[config.mk]
export PLATFORM = sky130hd
export DESIGN_NAME = inst_fetch_resp
export DESIGN_NICKNAME = d
export VERILOG_FILES = /design/src/rtl/inst_fetch_resp.sv
export SDC_FILE = /design/constraint.sdc
export NUM_CORES = 1
export LEC_CHECK = 0
export ABC_AREA = 1
export CORE_AREA = 3 3 140 142
export DETAILED_ROUTE_END_ITERATION = 7
export DIE_AREA = 0 0 143 145
export GPL_TIMING_DRIVEN = 1
export PLACE_DENSITY_LB_ADDON = 0.08
export SYNTH_ARGS = -nofsm -noshare
export SYNTH_HDL_FRONTEND = slang
export SYNTH_SLANG_ARGS = --single-unit
[constraint.sdc]
create_clock -name clk -period 2.8 [get_ports clk]
set_input_delay 0.28 -clock clk [delete_from_list [all_inputs] [get_ports clk]]
set_output_delay 0.28 -clock clk [all_outputs]
set_load 0.02 [all_outputs]
[src/rtl/inst_fetch_resp.sv]
// Instruction-fetch responder: one 64-bit aligned read per fetch, delivers up to two
// instructions and the slot-ok pair used by next-PC logic; redirects kill in-flight fetches.
`timescale 1ns/1ps
module inst_fetch_resp (
    input  logic        clk,
    input  logic        resetn,
    input  logic [31:0] pc,
    input  logic        pc_valid,
    input  logic        flush,
    input  logic        out_ready,
    output logic        inst_rdata_1_ok,
    output logic        inst_rdata_2_ok,
    output logic [31:0] inst_rdata_1,
    output logic [31:0] inst_rdata_2,
    output logic [31:0] inst_pc_1,
    output logic        inst_adel,
    output logic        inst_req,
    output logic [31:0] inst_addr,
    input  logic        inst_addr_ok,
    input  logic        inst_data_ok,
    input  logic [63:0] inst_rdata
);

    typedef enum logic [1:0] {IDLE, REQ, WAIT, HOLD} state_t;

    state_t      state;
    logic        discard;
    logic        two_slot;
    logic [31:0] req_pc;
    logic        pc_aligned;

    assign pc_aligned = (pc[1:0] == 2'b00);

    always_comb begin
        inst_req        = (state == REQ) && pc_aligned;
        inst_addr       = (state == REQ) ? {pc[31:3], 3'b000} : '0;
        inst_rdata_1_ok = (state == HOLD) && out_ready && !flush;
        inst_rdata_2_ok = inst_rdata_1_ok && two_slot;
    end

    always_ff @(posedge clk or negedge resetn) begin
        if (!resetn) begin
            state        <= IDLE;
            discard      <= 1'b0;
            two_slot     <= 1'b0;
            req_pc       <= '0;
            inst_rdata_1 <= '0;
            inst_rdata_2 <= '0;
            inst_pc_1    <= '0;
            inst_adel    <= 1'b0;
        end else begin
            case (state)
                IDLE: begin
                    if (pc_valid && !flush)
                        state <= REQ;
                end
                REQ: begin
                    if (!pc_aligned) begin
                        // a redirect makes the address error stale, so it is not reported
                        if (flush) begin
                            state <= IDLE;
                        end else begin
                            state        <= HOLD;
                            inst_adel    <= 1'b1;
                            inst_rdata_1 <= '0;
                            inst_rdata_2 <= '0;
                            inst_pc_1    <= pc;
                            two_slot     <= 1'b0;
                        end
                    end else if (inst_addr_ok) begin
                        req_pc  <= pc;
                        discard <= flush;
                        state   <= WAIT;
                    end else if (flush) begin
                        state <= IDLE;
                    end
                end
                WAIT: begin
                    if (inst_data_ok) begin
                        discard <= 1'b0;
                        if (discard || flush) begin
                            state <= IDLE;
                        end else begin
                            state     <= HOLD;
                            inst_adel <= 1'b0;
                            inst_pc_1 <= req_pc;
                            if (!req_pc[2]) begin
                                inst_rdata_1 <= inst_rdata[31:0];
                                inst_rdata_2 <= inst_rdata[63:32];
                                two_slot     <= 1'b1;
                            end else begin
                                inst_rdata_1 <= inst_rdata[63:32];
                                inst_rdata_2 <= '0;
                                two_slot     <= 1'b0;
                            end
                        end
                    end else if (flush) begin
                        discard <= 1'b1;
                    end
                end
                HOLD: begin
                    if (flush) begin
                        state        <= IDLE;
                        inst_rdata_1 <= '0;
                        inst_rdata_2 <= '0;
                        inst_pc_1    <= '0;
                        inst_adel    <= 1'b0;
                        two_slot     <= 1'b0;
                    end else if (inst_rdata_1_ok) begin
                        state <= pc_valid ? REQ : IDLE;
                    end
                end
                default: state <= IDLE;
            endcase
        end
    end

endmodule

==> summary.md, run 1 <==
| Metric | Value |
|---|---|
| Critical Path AT | `between 2 and 2.5 ns` |
| Grt met1 use | `between 20 and 30%` |
| Crit start category | `register` |
| Synth warn | `0` |
| CTS tree | `done` |
| CTS buffer count | `17` |
| Reg-to-Reg End | `inst_rdata_1[12]` |
| Final setup viols | `0` |
| Crit-path slowest cell | `clkdlybuf4s50_1` |
| Final Max Tran Viols | `0` |
| CP Cell Sequence | `inv_4 > nor2_8 > clkinvlp_4 > buf_12 > nor2_1 > clkdlybuf4s50_1` |
| Worst hold path type | `primary input to asynchronous set/reset pin` |
| F_max | `roughly 390 MHz` |
| DP Area | `0.00912 mm^2` |
| Post-Syn Instances | `910` |
| First-pass GRT wire length | `approximately 34 mm` |
| Via density per instance | `~4.8` |
| Worst-Skew Late Latency | `about 0.43 ns` |
| Internal power | `6.14 mW` |
| Final antenna diode count | `0` |
| Final period utilization | `about nine tenths` |
| Htree depth | `4` |
| # DRC | `0` |
| Levels on crit path | `6` |
| FP Rows | `50` |
| Register area share after synthesis | `about half` |
| Num ports | `235` |
| Drt first pass iters | `6` |
| Worst Reg-to-Reg Cells | `5` |
| Hpwl dp | `~13 mm` |
| Antenna Nets Post-Route | `0` |
| Largest net degree at the start of global routing | `98` |
| Seq pwr share | `28.8%` |
| GRT Max-Usage Layer | `met2` |
| Initial antenna violation count | `0` |
| Setup CP Type | `register to output pin` |
| Status | `complete, no violations` |
| Cell area power density | `approximately 1100 mW/mm^2` |
| Core ar. | `0.0186 mm^2` |
| Worst-Margin Slew | `about 0.7 ns` |
| Final instance area | `0.00980 mm^2` |
| Max-cap viol count | `0` |
| Initial Util | `a little over a third` |
| DR iter-0 viols | `510` |
| Layout cells sized above 1 | `5.69%` |
| CP startpoint | `state[0]` |
| Overall Global Routing Usage | `20.2%` |
| Post-layout nets | `around 1200` |
| Max FO, Critical Path | `14` |
| Required @ worst endpoint | `between 2 and 3 ns` |
| Worst Path Buf+Inv | `4` |
| CTS clock-pin slew for the worst setup and hold paths | `0.06 ns` |
| Min cycle time layout | `2.56 ns` |
| Slew margin rel. | `between 50% and 60%` |
| Met2 global-route usage | `a little under a third` |
| Slowest stage delay, CP | `0.61 ns` |
| Final setup skew | `0.0106 ns` |
| Worst setup EP type | `output pin` |
| R2R Path Start | `state[1]` |
| # fillers | `around 1800` |
| Syn Area/Cell | `~7.3 um^2` |
| Max VDD drop | `0.000704 V` |
| Gpl congestion | `0.848` |
| Vias in the first global route | `between 6000 and 7000` |
| Mean routed wirelength per cell | `around 16 um` |
| Final WL | `approximately 21 mm` |
| Final Hold Viols | `0` |
| Leak pwr | `4.78 nW` |
| Die Area | `between 0.02 and 0.025 mm^2` |
| M3 GR Usage | `5.64%` |
| Sw Ratio | `42.2%` |
| Total Power | `between 10 and 15 mW` |
| Switching Power | `about 4.5 mW` |
| Clock root cell | `clkbuf_16` |
| Max Buffers Root-to-Sink | `2` |
| Synthesis-to-layout area growth | `47.6%` |
| Chip height | `between 100 and 150 um` |
| Clk pwr share | `approximately 22%` |
| Flop2flop setup slack | `around 0.86 ns` |
| Combinational group share of total power | `slightly below 50%` |
| Gr ovfl total | `0` |
| Detailed-route via count | `approximately 6500` |
| Synthesized flop and latch total | `about 130` |
| Post-Syn Area | `0.00664 mm^2` |
| Synth cell types | `23` |
| RSZ-0062 raised after global routing | `no` |
| Final core utilization | `between 50 and 60%` |
| DIE WIDTH | `143 um` |
| Clock Sinks | `roughly 130` |
| Port bufs | `between 200 and 250` |
| Crit-path leading delay family | `buffers and inverters` |
-- per-layer routing --
metal,share of wire (%),vias up
li1,-,3257
met1,45,3001
met2,47,219
met3,7.2,13
met4,0.78,0
met5,0,-
-- cell families (layout without fill, tap and decap cells) --
family                 after synthesis  count (layout)  share of synthesized area, %
flip-flops                         133             133                          50.1
AND/OR/NAND/NOR                    567             567                          35.0
buffers and inverters              114             326                          7.67
other                                1               3                        0.0565
AO/OA/AOI/OAI                       95              95                          7.16
-- how the worst max path moves through the flow --
stage,end
6_report,inst_addr[6]
5_1_grt,inst_addr[13]
3_5_place_dp,inst_addr[24]
2_1_floorplan,inst_addr[21]
4_1_cts,inst_addr[24]
3_3_place_gp,inst_addr[25]
-- cells in the final DEF, fill, tap and decap left out, drive strengths merged --
cell type / Yosys / routed
nand2: 380 / 380
clkdlybuf4s50: 0 / 230
dfrtp: 133 / 133
nand3: 108 / 108
nor2: 78 / 78
o21ai: 63 / 63
inv: 46 / 45
a21oi: 32 / 32
clkbuf: 31 / 18
buf: 37 / 17
clkinvlp: 0 / 6
clkinv: 0 / 5
bufinv: 0 / 4
conb: 1 / 3
and3: 1 / 1
dlygate4sd3: 0 / 1
-- flip-flops by register name (all words and copies together) (netlist names) --
| signal | cells |
|---|---|
| req_pc | 32 |
| inst_rdata_1 | 32 |
| inst_pc_1 | 32 |
| inst_rdata_2 | 32 |
| inst_adel | 1 |
| discard | 1 |
| two_slot | 1 |
| state | 2 |
-- through the flow --
stage	hold slack, ns	setup WS (ns)	std cells	setup TNS (ns)
6_report	0.353	0.243	1358	0
5_1_grt	0.359	0.0831	1358	0
4_1_cts	0.348	-0.0131	1355	-0.0666
3_5_place_dp	0.233	0.446	1323	0
3_3_place_gp	0.232	0.533	1323	0
2_1_floorplan	-0.0156	1.08	912	0
-- cell usage after synthesis --
library cell	instances	share of area, %
a21oi_1	32	2.4
and3_1	1	0.094
buf_1	5	0.28
buf_2	21	1.6
buf_4	8	0.90
buf_6	3	0.51
clkbuf_1	31	1.8
conb_1	1	0.056
dfrtp_1	133	50
inv_1	42	2.4
inv_2	3	0.17
inv_4	1	0.094
nand2_1	378	21
nand2_2	1	0.094
nand2_4	1	0.17
nand3_1	106	8.0
nand3_2	1	0.15
nand3_4	1	0.26
nor2_1	75	4.2
nor2_4	2	0.34
nor2_8	1	0.30
o21ai_0	62	4.7
o21ai_1	1	0.075
-- power groups by stage --
stage | clock network, mW | logic, mW | registers (mW)
final | 2.37 | 5.19 | 3.06
after global routing | 2.52 | 5.68 | 3.16
after CTS | 2.43 | 5.14 | 3.07
after detailed placement | 0 | 5.13 | 3.09
after global placement | 0 | 5.11 | 3.07
after floorplan | 0 | 2.47 | 3.58
-- final cells by class --
type,instances,area (um^2),area share [%]
Clock buffer,18,439,4.48
Clock inverter,13,183,1.86
Inverter,46,179,1.82
Multi-Input combinational cell,665,2820,28.8
Sequential cell,133,3330,33.9
Tap cell,234,293,2.99
Timing Repair Buffer,248,2560,26.1
Timing Repair inverter,1,7.51,0.0766
-- what timing repair did --
action	4_1_cts	5_1_grt
endpoints found under the setup margin	9	29
hold buffers	1	0
endpoints found under the hold margin	40	0
cloned	0	1
buffers inserted	0	2
pin swaps	0	0
resized for setup	0	2
Power figures use the tool's default switching activity.
==> run 2, diff against run 1 <==
CORE_AREA = 3 3 151 153   (was 3 3 140 142)
DIE_AREA = 0 0 154 156   (was 0 0 143 145)
==> summary.md, run 2 (synthesis results as in run 1) <==
| Metric | Value |
|---|---|
| Crit-path slowest cell | `clkdlybuf4s50_1` |
| Switching Power | `4.53 mW` |
| Max Buffers Root-to-Sink | `2` |
| Chip height | `156 um` |
| Clk pwr share | `between 20 and 25%` |
| Worst-Skew Late Latency | `around 0.4 ns` |
| Critical Path AT | `about 2.3 ns` |
| DP Area | `approximately 0.009 mm^2` |
| DIE WIDTH | `between 150 and 200 um` |
| Final core utilization | `45.4%` |
| Overall Global Routing Usage | `between 10% and 20%` |
| Gr ovfl total | `0` |
| Gpl congestion | `between 0.7 and 0.8` |
| CP startpoint | `state[1]` |
| Sw Ratio | `42.8%` |
| Crit-path leading delay family | `buffers and inverters` |
| Leak pwr | `about 4.8 nW` |
| Layout cells sized above 1 | `5.93%` |
| Via density per instance | `4.65` |
| Commonest non-fill, non-tap cell in the layout | `nand2_1` |
| Worst Path Buf+Inv | `2` |
| Final WL | `about 22 mm` |
| # DRC | `0` |
| Drt first pass iters | `5` |
| Slew margin rel. | `a little under 50%` |
| Final Max Tran Viols | `0` |
| FP Rows | `54` |
| Detailed-route via count | `6552` |
| Crit start category | `register` |
| Reg-to-Reg End | `inst_rdata_1[26]` |
| Num ports | `approximately 240` |
| R2R Path Start | `state[1]` |
| Setup CP Type | `register to output pin` |
| Initial antenna violation count | `2` |
| Min cycle time layout | `between 2 and 3 ns` |
| Synthesis-to-layout area growth | `48.2%` |
| Max VDD drop | `0.000523 V` |
| Worst hold path type | `primary input to asynchronous set/reset pin` |
| Final setup skew | `between 0.007 and 0.008 ns` |
| Die Area | `0.0240 mm^2` |
| Status | `complete, no violations` |
| Worst setup EP type | `output pin` |
| First-pass GRT wire length | `roughly 36 mm` |
| Commonest non-fill, non-tap cells in the layout | `377 x nand2_1, 230 x clkdlybuf4s50_1, 133 x dfrtp_1, 105 x nand3_1, 75 x nor2_1` |
| Hold_ws | `0.398 ns` |
| Final Hold Viols | `0` |
| Final setup viols | `0` |
| Slowest stage delay, CP | `between 0.6 and 0.7 ns` |
| Vias in the first global route | `about 6500` |
| Seq pwr share | `about 29%` |
| RSZ-0062 raised after global routing | `no` |
| Clock root cell | `clkbuf_16` |
| Hpwl dp | `approximately 14 mm` |
| Worst Reg-to-Reg Cells | `9` |
| Max FO, Critical Path | `24` |
| Final TNS setup | `0 ns` |
| Final instance area | `slightly below 0.01 mm^2` |
| F_max | `between 300 and 400 MHz` |
| Core ar. | `approximately 0.022 mm^2` |
| Cell area power density | `~1100 mW/mm^2` |
| Antenna Nets Post-Route | `0` |
| Largest net degree at the start of global routing | `98` |
| Worst-Margin Slew | `about 0.77 ns` |
| CP Cell Sequence | `buf_4 > nand2_1 > nor2_1 > and3_1 > clkdlybuf4s50_1` |
| Port bufs | `roughly 230` |
| Max-cap viol count | `0` |
| Post-layout nets | `about 1200` |
| Final period utilization | `about nine tenths` |
| CTS clock-pin slew for the worst setup and hold paths | `0.06 ns` |
| Initial Util | `30.6%` |
| # fillers | `between 2000 and 2500` |
| Clock Sinks | `~130` |
| Flop2flop setup slack | `between 0.5 and 0.6 ns` |
| Internal power | `between 6 and 7 mW` |
| Combinational group share of total power | `49.8%` |
| CTS tree | `done` |
| DR iter-0 viols | `between 300 and 400` |
| Mean routed wirelength per cell | `15.7 um` |
| Required @ worst endpoint | `between 2 and 3 ns` |
| Final antenna diode count | `0` |
| CTS buffer count | `17` |
| Htree depth | `4` |
## run 2: what timing repair did
action / CTS / global route
hold buffers: 1 / 0
setup endpoints to repair: 29 / 26
gates resized for setup: 2 / 0
endpoints found under the hold margin: 57 / 0
buffers inserted: 0 / 4
cloned: 1 / 0
## run 2: stage by stage
| step | total power, mW | instances | worst slack (ns) |
|---|---|---|---|
| after floorplan | 6.05 | 912 | 1.08 |
| after global placement | 8.26 | 1372 | 0.400 |
| after detailed placement | 8.30 | 1372 | 0.365 |
| after CTS | 10.7 | 1406 | 0.0408 |
| after global routing | 11.4 | 1410 | 0.0838 |
| final | 10.6 | 1410 | 0.239 |
## run 2: cell type report
class / count / area, um^2 / share of cell area (%)
flip-flops and latches: 133 / 3330 / 33.8
multi-input cells: 665 / 2820 / 28.6
repair buffers: 253 / 2570 / 26.1
clock buffers: 20 / 437 / 4.44
well taps: 280 / 350 / 3.56
inverters: 46 / 179 / 1.82
clock inverters: 12 / 155 / 1.58
repair inverters: 1 / 7.51 / 0.0763
## run 2: layer usage
metal	wire length (um)	track usage [%]	vias up	share of wire (%)
li1	-	-	3273	-
met1	10200	25.1	3040	46
met2	10300	29.3	219	47
met3	1470	5.19	16	6.6
met4	180	3.78	4	0.81
met5	26	0	-	0.12
## run 2: how the worst max path moves through the flow
stage,to,slack (ns),depth (start not counted)
3_3_place_gp,inst_pc_1[25],0.40,9
5_1_grt,inst_rdata_2_ok,0.08,5
2_1_floorplan,inst_addr[21],1.08,6
3_5_place_dp,inst_rdata_1[26],0.36,9
4_1_cts,inst_addr[23],0.04,5
6_report,inst_rdata_2_ok,0.24,5
## run 2: power by group through the flow
stage / registers [mW] / logic (mW) / clock network (mW)
global route: 3.14 / 5.79 / 2.42
floorplan: 3.58 / 2.47 / 0
finish: 3.04 / 5.28 / 2.28
global placement: 3.05 / 5.21 / 0
CTS: 3.04 / 5.29 / 2.34
detailed placement: 3.07 / 5.23 / 0
==> run 3, diff against run 2 <==
CORE_AREA = 2 2 150 152   (was 3 3 151 153)
DIE_AREA = 0 0 152 154   (was 0 0 154 156)
==> summary.md, run 3 (synthesis results as in run 1) <==
| Metric | Value |
|---|---|
| Status | `complete, no violations` |
| CTS clock-pin slew for the worst setup and hold paths | `~0.060 ns` |
| FP Rows | `between 50 and 60` |
| Commonest non-fill, non-tap cells in the layout | `377 x nand2_1, 230 x clkdlybuf4s50_1, 133 x dfrtp_1, 105 x nand3_1, 75 x nor2_1` |
| Initial antenna violation count | `0` |
| Final antenna diode count | `0` |
| Final setup viols | `0` |
| Max-cap viol count | `0` |
| Final Max Tran Viols | `0` |
| Final setup skew | `slightly above 0.008 ns` |
| CP startpoint | `state[1]` |
| Hpwl dp | `14.2 mm` |
| Antenna Nets Post-Route | `0` |
| Gr ovfl total | `0` |
| First-pass GRT wire length | `35.4 mm` |
| Via density per instance | `approximately 4.7` |
| DIE WIDTH | `152 um` |
| Max FO, Critical Path | `35` |
| Largest net degree at the start of global routing | `83` |
| Max Buffers Root-to-Sink | `2` |
| Overall Global Routing Usage | `between 10% and 20%` |
| Detailed-route via count | `~6600` |
| Flop2flop setup slack | `approximately 0.60 ns` |
| Vias in the first global route | `6378` |
| Die Area | `~0.023 mm^2` |
| Critical Path Sink | `inst_rdata_2_ok` |
| Crit start category | `register` |
| Worst setup EP type | `output pin` |
| Setup CP Type | `register to output pin` |
| CTS buffer count | `17` |
| Required @ worst endpoint | `between 2 and 3 ns` |
| Worst-Skew Late Latency | `around 0.42 ns` |
| Chip height | `~150 um` |
| Gpl congestion | `0.768` |
| Synthesis-to-layout area growth | `48.6%` |
| Min cycle time layout | `about 2.6 ns` |
| Final period utilization | `around 93%` |
| Cell area power density | `about 1100 mW/mm^2` |
| CTS tree | `done` |
| Reg-to-Reg End | `inst_rdata_1[28]` |
| Clock root cell | `clkbuf_16` |
| Num ports | `between 200 and 250` |
| Final WL | `22.0 mm` |
| Commonest non-fill, non-tap cell in the layout | `nand2_1` |
| R2R Path Start | `state[1]` |
| Core ar. | `approximately 0.022 mm^2` |
| Layout cells sized above 1 | `~5.9%` |
| # DRC | `0` |
| Final TNS setup | `0 ns` |
| Worst-Margin Slew | `between 0.6 and 0.7 ns` |
| Critical Path AT | `~2.3 ns` |
| Htree depth | `4` |
| Port bufs | `~230` |
| FF/Latch Area | `between 0.003 and 0.004 mm^2` |
| Max VDD drop | `approximately 0.00045 V` |
| Worst Reg-to-Reg Cells | `8` |
| Hold_ws | `between 0.3 and 0.4 ns` |
| Slew margin rel. | `around three fifths` |
| Clock Sinks | `between 100 and 150` |
| # fillers | `2189` |
| Mean routed wirelength per cell | `around 16 um` |
| Leak pwr | `4.79 nW` |
| Post-layout nets | `around 1200` |
| DR iter-0 viols | `around 480` |
| RSZ-0062 raised after global routing | `no` |
| Drt first pass iters | `5` |
| Total Power | `around 11 mW` |
| Multi-input gate area | `0.00282 mm^2` |
| F_max | `around 390 MHz` |
| Final Hold Viols | `0` |
| Initial Util | `about 31%` |
| Worst hold path type | `primary input to asynchronous set/reset pin` |
| Final core utilization | `a little under half` |
[run 3: per-layer routing]
metal  wire length, um  part of all wire (%)  track usage (%)  vias to the layer above
met5                 0                     0                0                        -
met4               508                   2.3             6.72                        0
met3              1130                   5.1             3.83                       28
met2             10200                    46             30.4                      215
met1             10200                    46             25.3                     3049
li1                  -                     -                -                     3264
[run 3: how the worst min path moves through the flow]
stage,start,endpoint,depth (start not counted)
2_1_floorplan,resetn,discard,0
3_3_place_gp,resetn,inst_rdata_1[5],1
3_5_place_dp,resetn,inst_rdata_1[5],1
4_1_cts,resetn,inst_rdata_1[5],2
5_1_grt,resetn,inst_rdata_1[5],2
6_report,resetn,inst_rdata_1[5],2
[run 3: per-stage QoR]
step | setup WS, ns | cell area (um^2) | cells
after global routing | 0.0686 | 9870 | 1406
after floorplan | 1.08 | 6650 | 912
after global placement | 0.480 | 9170 | 1369
after CTS | 0.0810 | 9830 | 1402
final | 0.208 | 9870 | 1406
after detailed placement | 0.436 | 9170 | 1369
[run 3: area by class of cell]
type / instances / share of cell area, %
flip-flops and latches: 133 / 33.7
multi-input cells: 665 / 28.6
repair buffers: 250 / 25.8
clock buffers: 20 / 4.73
well taps: 280 / 3.55
inverters: 46 / 1.81
clock inverters: 11 / 1.75
repair inverters: 1 / 0.0761
[run 3: timing repair]
item                                   4_1_cts  5_1_grt
hold buffers                                 1        0
buffers inserted                             0        4
resized for setup                            2        0
cloned                                       1        0
endpoints found under the hold margin       33        0
pin swaps                                    0        0
setup endpoints to repair                   19       26
[run 3: report_power, final]
part	switching (mW)	total (mW)	leakage, nW	internal (mW)
combinational	3.21	5.18	2.73	1.98
sequential	0.396	3.04	1.75	2.65
clock	0.906	2.47	0.301	1.56
total	4.51	10.7	4.79	6.18
[run 3: worst max-delay path: stages (launching register included)]
cell	delay [ns]
dfrtp_1	0.43
buf_4	0.40
nand2_1	0.13
nor2_1	0.14
and3_1	0.17
clkdlybuf4s50_1	0.62
